File: src/rtl/axi_read_arbiter.sv
// axi_read_arbiter: two-master AXI read (AR+R) arbiter, single outstanding burst, round robin by default.
// Define AXI_RD_ARB_FIXED_PRIO_EN for fixed priority (master 0 wins ties).
module axi_read_arbiter #(
  parameter int ADDRESS_WIDTH = 8,
  parameter int DATA_WIDTH = 32
) (
  input  logic                     aclk,
  input  logic                     areset,
  input  logic [ADDRESS_WIDTH-1:0] s0_araddr,
  input  logic [7:0]               s0_arlen,
  input  logic [2:0]               s0_arsize,
  input  logic [1:0]               s0_arburst,
  input  logic                     s0_arvalid,
  output logic                     s0_arready,
  output logic [DATA_WIDTH-1:0]    s0_rdata,
  output logic [1:0]               s0_rresp,
  output logic                     s0_rlast,
  output logic                     s0_rvalid,
  input  logic                     s0_rready,
  input  logic [ADDRESS_WIDTH-1:0] s1_araddr,
  input  logic [7:0]               s1_arlen,
  input  logic [2:0]               s1_arsize,
  input  logic [1:0]               s1_arburst,
  input  logic                     s1_arvalid,
  output logic                     s1_arready,
  output logic [DATA_WIDTH-1:0]    s1_rdata,
  output logic [1:0]               s1_rresp,
  output logic                     s1_rlast,
  output logic                     s1_rvalid,
  input  logic                     s1_rready,
  output logic [ADDRESS_WIDTH-1:0] m_araddr,
  output logic [7:0]               m_arlen,
  output logic [2:0]               m_arsize,
  output logic [1:0]               m_arburst,
  output logic                     m_arvalid,
  input  logic                     m_arready,
  input  logic [DATA_WIDTH-1:0]    m_rdata,
  input  logic [1:0]               m_rresp,
  input  logic                     m_rlast,
  input  logic                     m_rvalid,
  output logic                     m_rready,
  output logic                     grant,
  output logic                     busy,
  output logic                     proto_err
);
  typedef enum logic [1:0] {IDLE, ADDR, DATA} state_t;
  state_t                   state_q, state_d;
  logic                     grant_q, grant_d, proto_err_q, proto_err_d;
  logic [ADDRESS_WIDTH-1:0] araddr_q, araddr_d;
  logic [7:0]               arlen_q, arlen_d;
  logic [2:0]               arsize_q, arsize_d;
  logic [1:0]               arburst_q, arburst_d;
  logic [8:0]               cnt_q, cnt_d;
  logic                     win, ar_hs, beat, cnt_one, sel0, sel1;
`ifdef AXI_RD_ARB_FIXED_PRIO_EN
  assign win = ~s0_arvalid;
`else
  assign win = (s0_arvalid & s1_arvalid) ? ~grant_q : s1_arvalid;
`endif
  assign ar_hs   = (state_q == IDLE) & (s0_arvalid | s1_arvalid);
  assign beat    = (state_q == DATA) & m_rvalid & m_rready;
  assign cnt_one = cnt_q == 9'd1;
  assign sel0    = (state_q == DATA) & ~grant_q;
  assign sel1    = (state_q == DATA) & grant_q;
  always_ff @(posedge aclk) begin
    if (areset) begin
      state_q     <= IDLE;
      grant_q     <= 1'b1;
      proto_err_q <= 1'b0;
      araddr_q    <= '0;
      arlen_q     <= '0;
      arsize_q    <= '0;
      arburst_q   <= '0;
      cnt_q       <= '0;
    end else begin
      state_q     <= state_d;
      grant_q     <= grant_d;
      proto_err_q <= proto_err_d;
      araddr_q    <= araddr_d;
      arlen_q     <= arlen_d;
      arsize_q    <= arsize_d;
      arburst_q   <= arburst_d;
      cnt_q       <= cnt_d;
    end
  end
  always_comb begin
    state_d     = state_q;
    grant_d     = grant_q;
    proto_err_d = proto_err_q;
    araddr_d    = araddr_q;
    arlen_d     = arlen_q;
    arsize_d    = arsize_q;
    arburst_d   = arburst_q;
    cnt_d       = cnt_q;
    if (ar_hs) begin
      state_d   = ADDR;
      grant_d   = win;
      araddr_d  = win ? s1_araddr : s0_araddr;
      arlen_d   = win ? s1_arlen : s0_arlen;
      arsize_d  = win ? s1_arsize : s0_arsize;
      arburst_d = win ? s1_arburst : s0_arburst;
      cnt_d     = {1'b0, win ? s1_arlen : s0_arlen} + 9'd1;
    end
    if (state_q == ADDR && m_arready) state_d = DATA;
    if (beat) cnt_d = cnt_q - 9'd1;
    if (beat && (m_rlast || cnt_one)) state_d = IDLE;
    // rlast and the beat count must agree on the final beat
    if (beat && (m_rlast != cnt_one)) proto_err_d = 1'b1;
  end
  always_comb begin
    m_arvalid  = state_q == ADDR;
    m_araddr   = araddr_q;
    m_arlen    = arlen_q;
    m_arsize   = arsize_q;
    m_arburst  = arburst_q;
    m_rready   = (state_q == DATA) & (grant_q ? s1_rready : s0_rready);
    s0_arready = (state_q == IDLE) & s0_arvalid & ~win;
    s1_arready = (state_q == IDLE) & s1_arvalid & win;
    s0_rvalid  = sel0 & m_rvalid;
    s0_rdata   = sel0 ? m_rdata : '0;
    s0_rresp   = sel0 ? m_rresp : '0;
    s0_rlast   = sel0 & m_rlast;
    s1_rvalid  = sel1 & m_rvalid;
    s1_rdata   = sel1 ? m_rdata : '0;
    s1_rresp   = sel1 ? m_rresp : '0;
    s1_rlast   = sel1 & m_rlast;
    grant      = grant_q;
    busy       = state_q != IDLE;
    proto_err  = proto_err_q;
  end
endmodule
File: config.mk
export PLATFORM = sky130hd
export DESIGN_NAME = axi_read_arbiter
export DESIGN_NICKNAME = d
export VERILOG_FILES = /design/src/rtl/axi_read_arbiter.sv
export SDC_FILE = /design/constraint.sdc
export NUM_CORES = 1
export LEC_CHECK = 0
export ABC_AREA = 1
export BUFFER_PORTS_ARGS = -buffer_cell sky130_fd_sc_hd__buf_2
export CORE_MARGIN = 10
export CORE_UTILIZATION = 40
export DETAILED_ROUTE_END_ITERATION = 8
export PLACE_DENSITY = 0.81
export SKIP_CTS_REPAIR_TIMING = 1
export SLEW_MARGIN = 20
export SYNTH_ARGS = -nofsm -noshare
export SYNTH_HDL_FRONTEND = slang
export SYNTH_SLANG_ARGS = --single-unit
File: constraint.sdc
create_clock -name aclk -period 1.8 [get_ports aclk]
set_input_delay 0 -clock aclk [delete_from_list [all_inputs] [get_ports aclk]]
set_output_delay 0 -clock aclk [all_outputs]
set_load 0.02 [all_outputs]
==> run summary <==
The diode insertion count for antenna repair is 0. The sequential fraction of design power came out at 0.361. The run finished, with violations left. Area share of the largest cell type after synthesis: 0.285. The top cell types in the final layout, fill and taps aside, are 184 x buf_2, 93 x nor2_1, 77 x nand2_1.

The fraction of layout cells with a size suffix above 1 was 0.353; the initial core utilization was 0.408. Detailed placement ended at an HPWL of 7980 um. The critical path goes through nand2_4 -> nand2_8 -> buf_4 -> inv_2 -> buf_4 -> nor2_1 -> buf_2. For the via count of the first global-routing pass, the log shows 3076. The analysis attributes to net switching a power of 0.00105 W. For the internal power component, the log shows 0.00156 W. Count of final hold-check violations: 9.

After routing, the total negative slack on setup checks comes to 0 ns. The overall overflow remaining after global route was 0; the maximum ir drop on the vdd rail was 613 uV. For the worst setup path, the data arrival time is 1.63 ns. By instance count, the cell type seen most on the critical path is buf_4. The run gives 0 as the setup violation total in the final timing report. Setup repair after global routing left no endpoint under its margin. The post-synthesis sequential area ratio was 0.285. In this run the number of H-tree levels came out at 2. For this run, the slowest stage of the critical path takes 0.38 ns. The switching portion of total power was 0.402; the highest clock frequency the design can meet was 614 MHz.

The floorplan step defined a die boundary enclosing 9450 sq um. Filler cell count in the final layout: 553. The die span in x came out at 97.2 um. The total vias in the final route was 3259.

The max-slew headroom at the worst pin is 0.712. The region available for standard cell placement spans 5850 sq um. The later pin in the worst-skew pair is clocked with a latency of 0.28 ns. The post-place instance area was 3380 sq um; the TritonCTS buffer count was 5. The number of antenna violations at the first check in global routing came out at 0. The cell area after layout came out at 3610 sq um. After synthesis the cells add up to 2380 sq um.

Among cell families on the critical path, the largest total delay comes from buffers and inverters. The tool flagged a number of max-cap violations equal to 0. The clock passes through at most 2 buffers. The count of buffers added on input and output ports is 184.

The final critical path time including I/O delays and setup is 1.63 ns, and the highest net fanout along the worst path is 15. Yosys mapped the design onto 28 distinct sky130hd cell types. In the routed layout, each cell is associated on average with a via count of 4.81.

The checks that failed: hold timing. The logs give 499 for the total nets after synthesis and 693 for the number of nets in the layout. In this run the vertical extent of the chip is 97.2 um. The worst setup path is captured at an output port. Clock skew after layout: 0.00266 ns.

The tools report the clock root buffer master as clkbuf_8. The worst path buffer plus inverter count is 4. After detailed routing, the average wire length per cell comes to 14.6 um. The run gives 28 as the row count.

At the worst endpoint, the required time is 1.80 ns. Clock tree synthesis found a total of 34 sinks. Power spread over the standard cell area amounts to 723 nW/um^2. The first detailed-routing pass took 6 iterations. The Yosys warning count was 0; the pin count of the biggest net entering global routing was 37. The tools report the number of max-slew violations in the final report as 0. The worst hold slack across all endpoints is -0.0225 ns. For this run, design rule violations remaining after detail routing come to 0.

The routed design has 9900 um of wire. The worst setup path is of the flop to output port kind. Counting every instance in the synthesized netlist gives 410. TritonCTS built the clock tree. The final weighted congestion in routability-driven placement was 0.877; the clock-pin slew on the worst setup and hold paths was 0.07 ns. For the end-of-flow core utilization, the log shows 0.617.

The period utilization was 0.904. The slowest stage of the critical path is the dfxtp_2 cell. The analysis attributes to cell leakage a power of 2.25 nW. The tools report the count of antenna-violating nets left after detailed routing as 0.

The part of the total power dissipated in the clock network is 0.217, and the average footprint of a synthesized cell is 5.82 sq um. The worst hold-check path type was input pin to flop. The total routing resource utilization after global routing is 0.193, and the first-iteration detailed-routing DRC count is 146. During I/O placement, the number of pins put on the boundary was 185. Synthesis inferred 34 register bits. Commonest non-fill, non-tap cell in the layout: buf_2. STA classifies the critical path startpoint as a flop. In the post-synthesis netlist, the biggest area contributors are dfxtp_1 29%, nor2_1 15%, nand2_1 12%. At the pin with the least slew margin, the transition time is 0.429 ns.

The tools report the share of power burned in combinational logic as 0.422. Relative to the synthesized area, the layout overhead comes to 51.4%. Summed over all instances, the cell type with the most area after synthesis is dfxtp_1. The first global-routing pass estimated 15600 um of wire. The design draws 0.00261 W.
[power by group through the flow]
stage	logic (W)	clock network [W]	registers, W
4_1_cts	0.00107	0.000574	0.000940
3_3_place_gp	0.00105	0	0.000951
5_1_grt	0.00124	0.000605	0.000957
2_1_floorplan	0.000602	0	0.00104
6_report	0.00110	0.000567	0.000942
3_5_place_dp	0.00106	0	0.000955
[cell families after synthesis]
family / after synthesis / synth area share
xor gates and xnor gates: 3 / 0.0110
buffers and inverters: 86 / 0.143
adders and majority gates: 4 / 0.0210
AOI/OAI and AO/OA: 72 / 0.165
DFF: 34 / 0.285
and+or+nand+nor: 211 / 0.375
[metrics by stage]
stage	worst slack [ns]	std cells
after floorplan	0.121	410
final	0.172	678
after global routing	0.00870	678
after global placement	0.130	658
after detailed placement	0.0767	658
after CTS	0.0596	664
[path summary, 6_finish.rpt]
| path | startpoint | endpoint | slack [ns] | cells past startpoint |
|---|---|---|---|---|
| max | grant | s0_arready | 0.17 | 7 |
| min | s1_arsize[2] | m_arsize[2] | -0.02 | 3 |
| max reg2reg | grant | cnt_q[8] | 0.18 | 10 |
| min reg2reg | proto_err | proto_err | 0.45 | 2 |
[per-layer routing]
metal,global-route usage,vias to the layer above,part of all wire
li1,-,1662,-
met1,0.205,1432,0.38
met2,0.340,147,0.49
met3,0.0861,18,0.10
met4,0.0503,0,0.024
met5,0,-,0
[area by class of cell]
type | instances | area (sq um) | area share
clock buffer | 6 | 82.6 | 0.0229
inverter | 68 | 255 | 0.0707
multi-input combinational | 290 | 1370 | 0.380
sequential | 34 | 682 | 0.189
tap | 75 | 93.8 | 0.0260
timing repair buffer | 205 | 1130 | 0.312
[sequential cells by signal, summed over array words and instances (netlist names)]
signal / cells
m_arsize: 3
state_q: 2
m_araddr: 8
m_arburst: 2
proto_err: 1
m_arlen: 8
grant: 1
cnt_q: 9
[worst register-to-register path: cells and delay by family, from the launching register on]
family	cells	cell delay [ns]
simple gates	8	0.88
flops	1	0.38
compound gates	1	0.11
fa+ha+maj	1	0.20
[cell usage after synthesis]
master	count
a31oi_1	16
buf_4	2
nand2_2	4
nor2_4	1
xor2_1	3
ha_1	4
nand3_2	2
buf_6	1
nand2_4	2
clkbuf_1	12
o21ai_0	34
nand4_1	1
nor2_1	93
o21ai_1	3
nand2_1	77
o21ba_1	1
inv_2	3
inv_1	65
a211oi_1	2
or2_1	1
nand3_1	21
buf_2	3
nand3b_1	4
nor2_2	3
o21bai_1	1
dfxtp_1	34
a21oi_1	15
nor3_1	2
Note: power is estimated with default switching activity, not from simulation.
